--- config.mk ---
export PLATFORM = sky130hd
export DESIGN_NAME = port_rd_frontend
export DESIGN_NICKNAME = d
export VERILOG_FILES = /design/src/rtl/port_pkg.sv /design/src/rtl/queue_pkt_counter.sv /design/src/rtl/port_rd_frontend.sv
export SDC_FILE = /design/constraint.sdc
export NUM_CORES = 1
export LEC_CHECK = 0
export BUFFER_PORTS_ARGS = -buffer_cell sky130_fd_sc_hd__buf_2
export CORE_MARGIN = 2
export CORE_UTILIZATION = 46
export CTS_BUF_LIST = sky130_fd_sc_hd__clkbuf_16
export DETAILED_ROUTE_END_ITERATION = 16
export HOLD_SLACK_MARGIN = 0.15
export REMOVE_ABC_BUFFERS = 1
export SLEW_MARGIN = 5
export SYNTH_ARGS = -nofsm -noshare
export SYNTH_HDL_FRONTEND = slang
export SYNTH_SLANG_ARGS = --single-unit
--- constraint.sdc ---
create_clock -name clk -period 8 [get_ports clk]
set_input_delay 0.8 -clock clk [delete_from_list [all_inputs] [get_ports clk]]
set_output_delay 0.8 -clock clk [all_outputs]
set_load 0.05 [all_outputs]
--- src/rtl/port_pkg.sv ---
// ============================================================================
//  Module   : port_pkg
//  Brief    : Shared queue count, dispatcher "none" code and read-FSM states.
//  Revision : 1.0
// ============================================================================
`default_nettype none

package port_pkg;

  localparam int         QUEUE_NUM  = 4;
  localparam int         QIDX_W     = 2;
  localparam logic [2:0] PRIOR_NONE = 3'd4;

  typedef enum logic [1:0] {
    ST_SETTLE = 2'd0,
    ST_SELECT = 2'd1,
    ST_REQ    = 2'd2,
    ST_XFER   = 2'd3
  } rd_state_e;

endpackage

`default_nettype wire

--- src/rtl/queue_pkt_counter.sv ---
// ============================================================================
//  Module   : queue_pkt_counter
//  Brief    : Saturating per-queue packet counter with sticky overflow flag.
//  Revision : 1.0
// ============================================================================
`default_nettype none

module queue_pkt_counter #(
  parameter int CNT_W = 12
) (
  input  logic             clk,
  input  logic             rst_n,
  input  logic             inc,
  input  logic             dec,
  output logic [CNT_W-1:0] cnt,
  output logic             empty,
  output logic             ovf
);

  logic [CNT_W-1:0] r_cnt;
  logic             r_ovf;
  logic             w_full;

  assign w_full = &r_cnt;

  // Simultaneous inc and dec cancel; dec at zero holds rather than wrapping.
  always_ff @(posedge clk or negedge rst_n) begin
    if (!rst_n) begin
      r_cnt <= '0;
      r_ovf <= 1'b0;
    end else if (inc && !dec) begin
      if (w_full) r_ovf <= 1'b1;
      else        r_cnt <= r_cnt + 1'b1;
    end else if (dec && !inc && (r_cnt != '0)) begin
      r_cnt <= r_cnt - 1'b1;
    end
  end

  assign cnt   = r_cnt;
  assign empty = (r_cnt == '0);
  assign ovf   = r_ovf;

endmodule

`default_nettype wire

--- src/rtl/port_rd_frontend.sv ---
// ============================================================================
//  Module   : port_rd_frontend
//  Brief    : Per-port read front end: queue occupancy, dispatcher handshake,
//             read request issue. Optional XFER watchdog: PORT_RD_TIMEOUT_EN.
//  Revision : 1.0
// ============================================================================
`default_nettype none

module port_rd_frontend
  import port_pkg::*;
#(
  parameter int CNT_W       = 12,
  parameter int SETTLE_CYC  = 7,
  parameter int TIMEOUT_CYC = 1023
) (
  input  logic              clk,
  input  logic              rst_n,
  input  logic              port_en,
  input  logic              wr_pkt_en,
  input  logic [QIDX_W-1:0] wr_pkt_queue,
  input  logic [2:0]        prior_next,
  output logic [QUEUE_NUM-1:0] queue_empty,
  output logic              prior_update,
  output logic              rd_req,
  output logic [QIDX_W-1:0] rd_req_queue,
  input  logic              rd_ack,
  input  logic              rd_done,
  output logic              rd_abort,
  output logic              cnt_ovf
);

  localparam int SET_W = ($clog2(SETTLE_CYC + 1) > 0) ? $clog2(SETTLE_CYC + 1) : 1;
  localparam logic [SET_W-1:0] SETTLE_INIT = SET_W'(SETTLE_CYC);

  rd_state_e         r_state, w_state_nxt;
  logic [SET_W-1:0]  r_settle, w_settle_nxt;
  logic              r_rd_req, w_rd_req_nxt;
  logic [QIDX_W-1:0] r_rd_q, w_rd_q_nxt;
  logic              r_prior_update, w_prior_update_nxt;
  logic [QUEUE_NUM-1:0] w_empty, w_ovf, w_inc, w_dec;
  logic              w_sel_ok, w_ack_hit;

  assign w_sel_ok  = port_en && (prior_next < PRIOR_NONE) && !w_empty[prior_next[QIDX_W-1:0]];
  assign w_ack_hit = (r_state == ST_REQ) && rd_ack;

  for (genvar gi = 0; gi < QUEUE_NUM; gi++) begin : g_cnt
    assign w_inc[gi] = wr_pkt_en && (wr_pkt_queue == QIDX_W'(gi));
    assign w_dec[gi] = w_ack_hit && (r_rd_q == QIDX_W'(gi));

    queue_pkt_counter #(.CNT_W(CNT_W)) u_cnt (
      .clk   (clk),
      .rst_n (rst_n),
      .inc   (w_inc[gi]),
      .dec   (w_dec[gi]),
      .cnt   (),
      .empty (w_empty[gi]),
      .ovf   (w_ovf[gi])
    );
  end

`ifdef PORT_RD_TIMEOUT_EN
  localparam int WD_W = ($clog2(TIMEOUT_CYC + 1) > 0) ? $clog2(TIMEOUT_CYC + 1) : 1;
  localparam logic [WD_W-1:0] WD_MAX = WD_W'(TIMEOUT_CYC);
  logic [WD_W-1:0] r_wdog, w_wdog_nxt;
  logic            r_rd_abort, w_abort_nxt;
`else
  logic w_unused_timeout;
  assign w_unused_timeout = ^TIMEOUT_CYC;
`endif

  always_comb begin
    w_state_nxt        = r_state;
    w_settle_nxt       = r_settle;
    w_rd_req_nxt       = r_rd_req;
    w_rd_q_nxt         = r_rd_q;
    w_prior_update_nxt = 1'b0;
`ifdef PORT_RD_TIMEOUT_EN
    w_wdog_nxt  = r_wdog;
    w_abort_nxt = 1'b0;
`endif
    case (r_state)
      ST_SETTLE: begin
        if (r_settle == '0) w_state_nxt  = ST_SELECT;
        else                w_settle_nxt = r_settle - 1'b1;
      end
      ST_SELECT: begin
        if (w_sel_ok) begin
          w_rd_req_nxt = 1'b1;
          w_rd_q_nxt   = prior_next[QIDX_W-1:0];
          w_state_nxt  = ST_REQ;
        end
      end
      ST_REQ: begin
        // port_en is deliberately ignored here: an issued request is never withdrawn.
        if (rd_ack) begin
          w_rd_req_nxt       = 1'b0;
          w_prior_update_nxt = 1'b1;
          w_state_nxt        = ST_XFER;
`ifdef PORT_RD_TIMEOUT_EN
          w_wdog_nxt = '0;
`endif
        end
      end
      ST_XFER: begin
        if (rd_done) begin
          w_state_nxt  = ST_SETTLE;
          w_settle_nxt = SETTLE_INIT;
        end
`ifdef PORT_RD_TIMEOUT_EN
        else if (r_wdog == WD_MAX) begin
          w_abort_nxt  = 1'b1;
          w_state_nxt  = ST_SETTLE;
          w_settle_nxt = SETTLE_INIT;
        end else begin
          w_wdog_nxt = r_wdog + 1'b1;
        end
`endif
      end
      default: begin
        w_state_nxt  = ST_SETTLE;
        w_settle_nxt = SETTLE_INIT;
      end
    endcase
  end

  always_ff @(posedge clk or negedge rst_n) begin
    if (!rst_n) begin
      r_state        <= ST_SETTLE;
      r_settle       <= SETTLE_INIT;
      r_rd_req       <= 1'b0;
      r_rd_q         <= '0;
      r_prior_update <= 1'b0;
    end else begin
      r_state        <= w_state_nxt;
      r_settle       <= w_settle_nxt;
      r_rd_req       <= w_rd_req_nxt;
      r_rd_q         <= w_rd_q_nxt;
      r_prior_update <= w_prior_update_nxt;
    end
  end

`ifdef PORT_RD_TIMEOUT_EN
  always_ff @(posedge clk or negedge rst_n) begin
    if (!rst_n) begin
      r_wdog     <= '0;
      r_rd_abort <= 1'b0;
    end else begin
      r_wdog     <= w_wdog_nxt;
      r_rd_abort <= w_abort_nxt;
    end
  end
  assign rd_abort = r_rd_abort;
`else
  assign rd_abort = 1'b0;
`endif

  assign queue_empty  = w_empty;
  assign prior_update = r_prior_update;
  assign rd_req       = r_rd_req;
  assign rd_req_queue = r_rd_q;
  assign cnt_ovf      = |w_ovf;

endmodule

`default_nettype wire
==> results of run 1 <==
-- cell type report --
type | instances | share of cell area
Inverter | 28 | 0.0201
Timing Repair Buffer | 21 | 0.0211
Sequential cell | 61 | 0.293
Multi-Input combinational cell | 421 | 0.576
Clock inverter | 7 | 0.0153
Tap cell | 133 | 0.0318
Clock buffer | 9 | 0.0431
-- where the power goes --
part           switching (mW)  total [mW]  internal (mW)
logic                   0.630        1.16          0.534
clock network           0.140       0.407          0.268
registers               0.174       0.629          0.455
-- state kept, by name, summed over array words and instances, names as in the netlist --
name,flops
g_cnt.u_cnt.cnt,48
g_cnt.u_cnt.ovf,4
r_settle,3
r_state,2
rd_req_queue,2
prior_update,1
rd_req,1
-- cell usage in the layout (no fill, tap or decap), types with 8 or more instances in the layout --
cell type and instances:
buf_2 19, xor2_1 20, nand4_1 14, nand3_1 12
nor3_1 10, mux2_2 13, a21o_1 15, nor2b_1 8
nand2_1 26, xnor2_1 15, clkbuf_16 9, o21ai_0 30
nor2_1 52, nor4_1 13, inv_1 28, a21oi_1 50
ha_1 46, dfrtp_1 58
-- routing by layer --
| metal | global-route usage | wire length (µm) |
|---|---|---|
| met5 | 0 | 0 |
| met3 | 0.0309 | 266 |
| met1 | 0.263 | 4990 |
| met2 | 0.314 | 4650 |
| met4 | 0.0800 | 155 |
-- kinds of logic after synthesis --
kind of cell    Yosys count  share of synthesized area
xor+xnor                 35                     0.0649
buf+inv                  40                     0.0395
flops                    61                      0.324
compound gates          144                      0.200
mux                      19                     0.0437
other cells               1                   0.000794
simple gates            172                      0.189
fa+ha+maj                50                      0.139
-- critical path, stage by stage, from the launching register on --
cell,delay [ns]
dfrtp_1,0.40
inv_1,0.08
ha_1,0.28
and4b_1,0.24
nor2_2,0.26
inv_1,0.27
ha_1,0.41
nor2b_1,0.16
o31a_1,0.25
o21a_1,0.20
o21a_1,0.20
or4_1,0.47
nand3_1,0.10
-- worst paths after layout --
kind | to | from | slack, ns
min | g_cnt[0].u_cnt.ovf | g_cnt[0].u_cnt.ovf | 0.45
max in group asynchronous | g_cnt[1].u_cnt.cnt[10] | rst_n | 6.84
min in group asynchronous | g_cnt[1].u_cnt.cnt[4] | rst_n | 0.63
max reg2reg | g_cnt[1].u_cnt.cnt[8] | r_state[0] | 4.60
max | g_cnt[1].u_cnt.cnt[8] | r_state[0] | 4.60
min reg2reg | g_cnt[0].u_cnt.ovf | g_cnt[0].u_cnt.ovf | 0.45
-- stage by stage --
step           worst slack [ns]  std cells  instance area [µm²]  hold WS (ns)
6_report                   4.60        680                 5230         0.449
5_1_grt                    4.28        680                 5230         0.476
4_1_cts                    4.55        680                 5230         0.454
3_5_place_dp               4.41        664                 4920         0.442
3_3_place_gp               4.51        664                 4920         0.437
2_1_floorplan              4.84        510                 4640         0.419
==> reports/qor.csv, run 1 <==
metric;value;unit
initial antenna violation count;0;
pwr dens;421;mW/mm²
first-pass GRT wire length;17.5;mm
Synth Cell Area;0.00472;mm²
Worst Hold Path Cells;1;
Vias;3838;
drt drc;0;
H-tree depth;3;
CTS sink count;61;
FMAX;294;MHz
post-route ant nets;0;
largest net degree at the start of global routing;62;
Routed WL;10.1;mm
port bufs;19;
Cell variety after synth;64;
worst slew pin tran;0.893;ns
Area contributors post-synth;dfrtp_1 (31%), ha_1 (12%), a21oi_1 (5.3%);
synthesized flop and latch total;61;
final design utilization;0.530;
FP Rows;36;
clk root buf;clkbuf_16;
Synth warnings;0;
Die Width;105;µm
total power;2.20;mW
critical path arrival;3.67;ns
postcts setup bufs;0;
Worst setup EP type;register;
Slew headroom;0.404;
Syn Inst Count;522;
EDFF count, synth;0;
vias per inst;5.64;
die footprint;0.0111;mm²
Critical Path RT;8.26;ns
Top FF cell, synth;dfrtp_1;
layout cells sized above 1;0.113;
DR pass1 iterations;4;
Post-synth ARST share;1.00;
CP Max Fanout;11;
Pleak;2.33;nW
post-CTS sizing;0;
CTS tree;yes;
CTS Buffer Depth;2;
nets;603;
count leader, synth;dfrtp_1;
Yosys top cell area share;0.307;
WL per Instance;14.8;µm
GRT Total Usage;0.196;
final hold viol count;0;
most frequent cells after synthesis;dfrtp_1 (58), nor2_1 (52), a21oi_1 (50), ha_1 (46), o21ai_0 (30);
grt total ovfl;0;
ANT cells;0;
CTS Buf Count;9;
Area Growth Syn to Fin;10.6;%
Die Y;105;µm
period utilisation layout;0.425;
Hold Crit Class;register to register;
total of max-cap violations;0;
register area;0.00153;mm²
DP Wirelength;7.42;mm
Reg clk slew, reported paths;0.05;ns
VDD IR max;0.186;mV
kind of critical path;register to register;
syn avg cell area;9.05;µm²
worst skew pair latency;0.33;ns
io pins;21;
Synth area leader;dfrtp_1;
Fillers;907;
drt initial violations;150;
Final GP Congestion;0.834;
status;complete, no violations;
fin crit period;3.40;ns
Starting Density;0.479;
clock skew;0.00497;ns
total core area;0.00986;mm²
Setup violations, final;0;
critical path launch point type;register;
post-synthesis sequential area ratio;0.324;
Max Slew Vio Count;0;
multi-input combinational cell area;0.00301;mm²
Hold Buf Count CTS;0;
setup TNS;0;ns
Reg2Reg Depth;12;
vias in the first global route;3773;
RSZ-0062 raised after global routing;false;
Note: power is estimated with default switching activity, not from simulation.
==> run 2, diff against run 1 <==
Clock period 8 ns to 3.2 ns, I/O delays scaled along.
==> run 2 against run 1 <==
Compared with the run above: combinational power increased to 2.6 times the previous value; global-route usage up 0.56 points; sequential power rose by 150%; register-to-register slack lost 4.3 ns; worst hold slack worse by 0.15 ns; cell count up 1.3%; power grew to 2.5 times the previous value; die area is the same; critical path type unchanged; critical endpoint is now g_cnt[1].u_cnt.cnt[11]; largest power group unchanged.
==> reports/qor.csv, run 2 (synthesis results as in run 1) <==
metric;value;unit;change
die footprint;0.0111;mm²;unchanged
CTS tree;yes;;
drt initial violations;141;;-6.0%
setup TNS;0;ns;unchanged
total of max-cap violations;0;;unchanged
H-tree depth;3;;unchanged
first-pass GRT wire length;18.2;mm;+3.7%
Setup violations, final;0;;unchanged
io pins;21;;unchanged
RSZ-0062 raised after global routing;false;;
GRT Total Usage;0.201;;+0.00558
WL per Instance;15.0;µm;+1.3%
setup ws final;0.258;ns;-4.34 ns
global-route track usage on met2;0.318;;+0.00461
ANT cells;0;;unchanged
largest net degree at the start of global routing;26;;-58%
Max Slew Vio Count;0;;unchanged
register area;0.00153;mm²;unchanged
VDD IR max;0.421;mV;+130%
status;complete, no violations;;
port bufs;19;;unchanged
total power;5.51;mW;+150%
Worst setup EP type;register;;
most common cell after layout, fill and taps aside;dfrtp_1;;
Vias;3870;;+0.83%
Final GP Congestion;0.868;;+4.1%
Hold Crit Class;primary input to register;;
grt met1 use;0.283;;+0.0199
final hold viol count;0;;unchanged
pwr dens;1040;mW/mm²;+150%
FMAX;340;MHz;+16%
busiest grt layer;met2;;
critical path launch point type;register;;
Area Growth Syn to Fin;12.3;%;
Die Y;105;µm;unchanged
DR pass1 iterations;4;;unchanged
worst slew pin tran;0.698;ns;-0.196 ns
grt total ovfl;0;;unchanged
drt drc;0;;unchanged
CP peak stage delay;0.40;ns;-0.07 ns
initial antenna violation count;0;;unchanged
vias per inst;5.62;;-0.48%
pre-CTS setup slack;0.0569;ns;-4.35 ns
fin crit period;2.94;ns;-0.460 ns
Routed WL;10.3;mm;+2.6%
postcts setup bufs;0;;unchanged
Die Width;105;µm;unchanged
CTS Buffer Depth;2;;unchanged
kind of critical path;register to register;;
nets;612;;+1.5%
CP Max Fanout;7;;-4
CTS Buf Count;9;;unchanged
slowest stage cell, crit path;dfrtp_1;;
total core area;0.00986;mm²;unchanged
final design utilization;0.538;;+0.00824
GR Layer Usage met3;0.0266;;-0.00433
clk root buf;clkbuf_16;;
Starting Density;0.479;;unchanged
CTS sink count;61;;unchanged
DP Wirelength;7.72;mm;+4.0%
Critical Path RT;3.46;ns;-4.80 ns
crit-path cells;ha_2 > and4b_1 > nor2_2 > inv_1 > ha_1 > a211o_1 > a2111oi_2 > nor3_1 > a31oi_1 > mux2i_1 > xor2_1;;
Fillers;885;;-2.4%
layout cells sized above 1;0.147;;+0.0341
FP Rows;36;;unchanged
Largest register FFs;48;;unchanged
critical path arrival;3.20;ns;-0.47 ns
vias in the first global route;3764;;-0.24%
period utilisation layout;0.920;;+0.494
Pleak;2.36;nW;+1.2%
multi-input combinational cell area;0.00303;mm²;+0.83%
clock skew;0.0106;ns;+0.00559 ns
most frequent cells in the layout;dfrtp_1 (58), nor2_1 (52), a21oi_1 (49);;
worst skew pair latency;0.33;ns;about the same
Reg clk slew, reported paths;0.06;ns;about the same
post-route ant nets;0;;unchanged
Slew headroom;0.535;;+0.130
run 2: cell count changes in the layout (fill, tap and decap cells not counted), moves of 2 or more:
cell | before | now
buf_4 | 2 | 10
clkinv_1 | 4 | 1
clkinvlp_4 | 0 | 3
inv_1 | 28 | 26
a211oi_1 | 6 | 4
inv_2 | 0 | 2
a211oi_2 | 2 | 4
run 2: worst max-delay path: cells and delay by family (launching register included):
kind | cells | cell delay [ns]
adders and majority gates | 2 | 0.54
muxes | 1 | 0.24
DFF | 1 | 0.40
buffers and inverters | 1 | 0.12
xor gates and xnor gates | 1 | 0.16
AOI/OAI and AO/OA | 3 | 0.89
and+or+nand+nor | 3 | 0.51
run 2: metal layers:
metal  up-vias  wire length, µm
li1       1980                -
met1      1834             5290
met2        43             4670
met3        13              228
met4         0              136
met5         -                0
run 2: area by class of cell:
type | count | area share
repair buffers | 30 | 0.0340
clock buffers | 9 | 0.0424
inverters | 28 | 0.0198
flip-flops and latches | 61 | 0.288
clock inverters | 7 | 0.0125
multi-input cells | 421 | 0.572
well taps | 133 | 0.0314
run 2: worst paths after layout:
| path | from | endpoint | slack (ns) | cells after the start |
|---|---|---|---|---|
| min in group asynchronous | rst_n | g_cnt[1].u_cnt.cnt[3] | 0.46 | 2 |
| setup / recovery | r_state[1] | g_cnt[1].u_cnt.cnt[11] | 0.26 | 11 |
| hold / removal | prior_next[0] | rd_req_queue[0] | 0.30 | 2 |
| max in group asynchronous | rst_n | g_cnt[3].u_cnt.cnt[10] | 2.03 | 3 |
| hold reg to reg | g_cnt[2].u_cnt.ovf | g_cnt[2].u_cnt.ovf | 0.46 | 1 |
| setup reg to reg | r_state[1] | g_cnt[1].u_cnt.cnt[11] | 0.26 | 11 |
run 2: what timing repair did:
item,in CTS,in global routing
endpoints found under the hold margin,14,0
hold buffers,1,0
resized for setup,0,11
endpoints found under the setup margin,0,13
run 2: report_power, final:
| part | total [mW] | internal (mW) | switching [mW] |
|---|---|---|---|
| Combinational | 2.97 | 1.36 | 1.61 |
| Clock | 0.969 | 0.597 | 0.373 |
| Sequential | 1.56 | 1.14 | 0.426 |
run 2: per-stage QoR:
| stage | hold WS [ns] | area (µm²) | cells |
|---|---|---|---|
| after global placement | 0.291 | 4980 | 672 |
| after global routing | 0.289 | 5310 | 689 |
| after floorplan | 0.0244 | 4640 | 510 |
| after CTS | 0.288 | 5280 | 689 |
| after detailed placement | 0.287 | 4980 | 672 |
| final | 0.297 | 5310 | 689 |
==> run 3, diff against run 2 <==
Settings changed: ABC_CLOCK_PERIOD_IN_PS set to 3200, PLACE_DENSITY set to 0.69.
==> run 3 against run 2 <==
Compared with the run above: critical endpoint is now g_cnt[2].u_cnt.cnt[9]; sequential share of layout area shrank 0.10 points; highest routed layer unchanged; first-iteration DRC count is 18% higher; sequential power barely moved; critical path depth grew 1; critical path type unchanged; clock power decreased by 3.1%; routed wire length decreased by 2.8%; setup slack got worse by 0.090 ns.
==> reports/qor.csv, run 3 (synthesis results as in run 1) <==
metric;value;unit;change
status;complete, no violations;;
most common cell after layout, fill and taps aside;dfrtp_1;;
CTS sink count;61;;unchanged
WL per Instance;14.5;µm;-2.9%
CTS Buf Count;9;;unchanged
nets;613;;+0.16%
most frequent cells in the layout;dfrtp_1 (58), nor2_1 (51), a21oi_1 (49);;
worst skew pair latency;0.33;ns;about the same
first-pass GRT wire length;16.8;mm;-7.3%
pwr dens;1030;mW/mm²;-0.29%
die footprint;0.0111;mm²;unchanged
Starting Density;0.479;;unchanged
worst slew pin tran;0.958;ns;+0.261 ns
CP peak stage delay;0.41;ns;about the same
period utilisation layout;0.948;;+0.0281
crit-path cells;inv_1 > ha_2 > nand4b_1 > nand2b_4 > buf_4 > ha_1 > a211oi_1 > o21ai_0 > a31o_2 > a221o_1 > xnor2_1 > a21oi_1;;
ANT cells;0;;unchanged
critical path depth in cells;12;;+1
final hold viol count;0;;unchanged
RSZ-0062 raised after global routing;false;;
pre-CTS setup slack;0.0180;ns;-0.0388 ns
post-route ant nets;0;;unchanged
DP Wirelength;7.32;mm;-5.2%
Die Width;105;µm;unchanged
port bufs;19;;unchanged
grt met1 use;0.256;;-0.0267
total core area;0.00986;mm²;unchanged
Reg2Reg Depth;12;;+1
busiest grt layer;met2;;
DR pass1 iterations;4;;unchanged
setup TNS;0;ns;unchanged
layout cells sized above 1;0.153;;+0.00512
FMAX;330;MHz;-3.0%
CTS Buffer Depth;2;;unchanged
critical path launch point type;register;;
non-filler cells, final;690;;+0.15%
FP Rows;36;;unchanged
drt initial violations;166;;+18%
Final GP Congestion;0.858;;-1.2%
Critical Path RT;3.36;ns;-0.10 ns
Vias;3905;;+0.90%
drt drc;0;;unchanged
total of max-cap violations;0;;unchanged
kind of critical path;register to register;;
fin crit period;3.03;ns;+0.0899 ns
CTS tree;yes;;
io pins;21;;unchanged
fin area;0.00533;mm²;+0.35%
Routed WL;10.0;mm;-2.8%
grt total ovfl;0;;unchanged
global-route track usage on met2;0.294;;-0.0249
CP Max Fanout;10;;+3
placed inst area;0.00498;mm²;unchanged
Pleak;2.39;nW;+1.2%
Setup violations, final;0;;unchanged
Largest register FFs;48;;unchanged
placed cells;672;;unchanged
Max Slew Vio Count;0;;unchanged
VDD IR max;0.333;mV;-21%
clk root buf;clkbuf_16;;
vias per inst;5.66;;+0.76%
H-tree depth;3;;unchanged
Die Y;105;µm;unchanged
worst path bufs/invs;2;;+1
GRT Total Usage;0.186;;-0.0151
total power;5.51;mW;about the same
critical path arrival;3.19;ns;about the same
Area Growth Syn to Fin;12.7;%;
Worst setup EP type;register;;
largest net degree at the start of global routing;62;;+140%
slowest stage cell, crit path;dfrtp_1;;
clock skew;0.00864;ns;-0.00192 ns
Reg clk slew, reported paths;0.05;ns;about the same
Hold Buf Count CTS;0;;-1
initial antenna violation count;0;;unchanged
Slew headroom;0.361;;-0.174
crit-path leading delay family;compound AO/OA/AOI/OAI gates;;
GR Layer Usage met3;0.0322;;+0.00557
Hold Crit Class;primary input to asynchronous set/reset pin;;
setup ws final;0.168;ns;-0.0899 ns
vias in the first global route;3634;;-3.5%
==> run 3: final timing paths <==
kind | from | endpoint | slack [ns]
max in group asynchronous | rst_n | g_cnt[3].u_cnt.cnt[0] | 2.48
min | rst_n | g_cnt[0].u_cnt.cnt[3] | 0.12
min reg2reg | g_cnt[2].u_cnt.ovf | g_cnt[2].u_cnt.ovf | 0.46
min in group clk | prior_next[0] | rd_req_queue[0] | 0.26
max reg2reg | r_state[0] | g_cnt[2].u_cnt.cnt[9] | 0.17
max | r_state[0] | g_cnt[2].u_cnt.cnt[9] | 0.17
==> run 3: routing by layer <==
| metal | vias up | part of all wire |
|---|---|---|
| met5 | - | 0 |
| li1 | 1975 | - |
| met4 | 0 | 0.014 |
| met2 | 62 | 0.45 |
| met3 | 13 | 0.035 |
| met1 | 1855 | 0.50 |
==> run 3: cell type report <==
type                       instances  area, µm²
timing repair buffer              31        185
clock inverter                     7       58.8
sequential                        61       1530
tap                              133        166
multi-input combinational        421       3050
inverter                          28        105
clock buffer                       9        225
fill                             896       4540
==> run 3: metrics by stage <==
stage / util / hold WS, ns
after floorplan: - / 0.0244
after global placement: 0.505 / 0.437
after detailed placement: 0.505 / 0.448
after CTS: 0.535 / 0.200
after global routing: 0.540 / 0.256
final: 0.540 / 0.123
==> run 3: worst register-to-register path: stages, from the launching register on <==
cell	delay [ns]
dfrtp_1	0.41
inv_1	0.11
ha_2	0.25
nand4b_1	0.23
nand2b_4	0.17
buf_4	0.19
ha_1	0.26
a211oi_1	0.23
o21ai_0	0.15
a31o_2	0.28
a221o_1	0.34
xnor2_1	0.16
a21oi_1	0.09
==> run 3: power by group <==
group          total [mW]  internal [mW]  switching (mW)
logic                2.99           1.37            1.61
registers            1.58           1.14           0.443
clock network       0.939          0.591           0.348
total                5.51           3.10            2.41
==> run 3: what timing repair did <==
item	in CTS	in global routing
buffers inserted	0	2
endpoints found under the setup margin	2	14
gates resized for setup	2	14
pin swaps	0	2
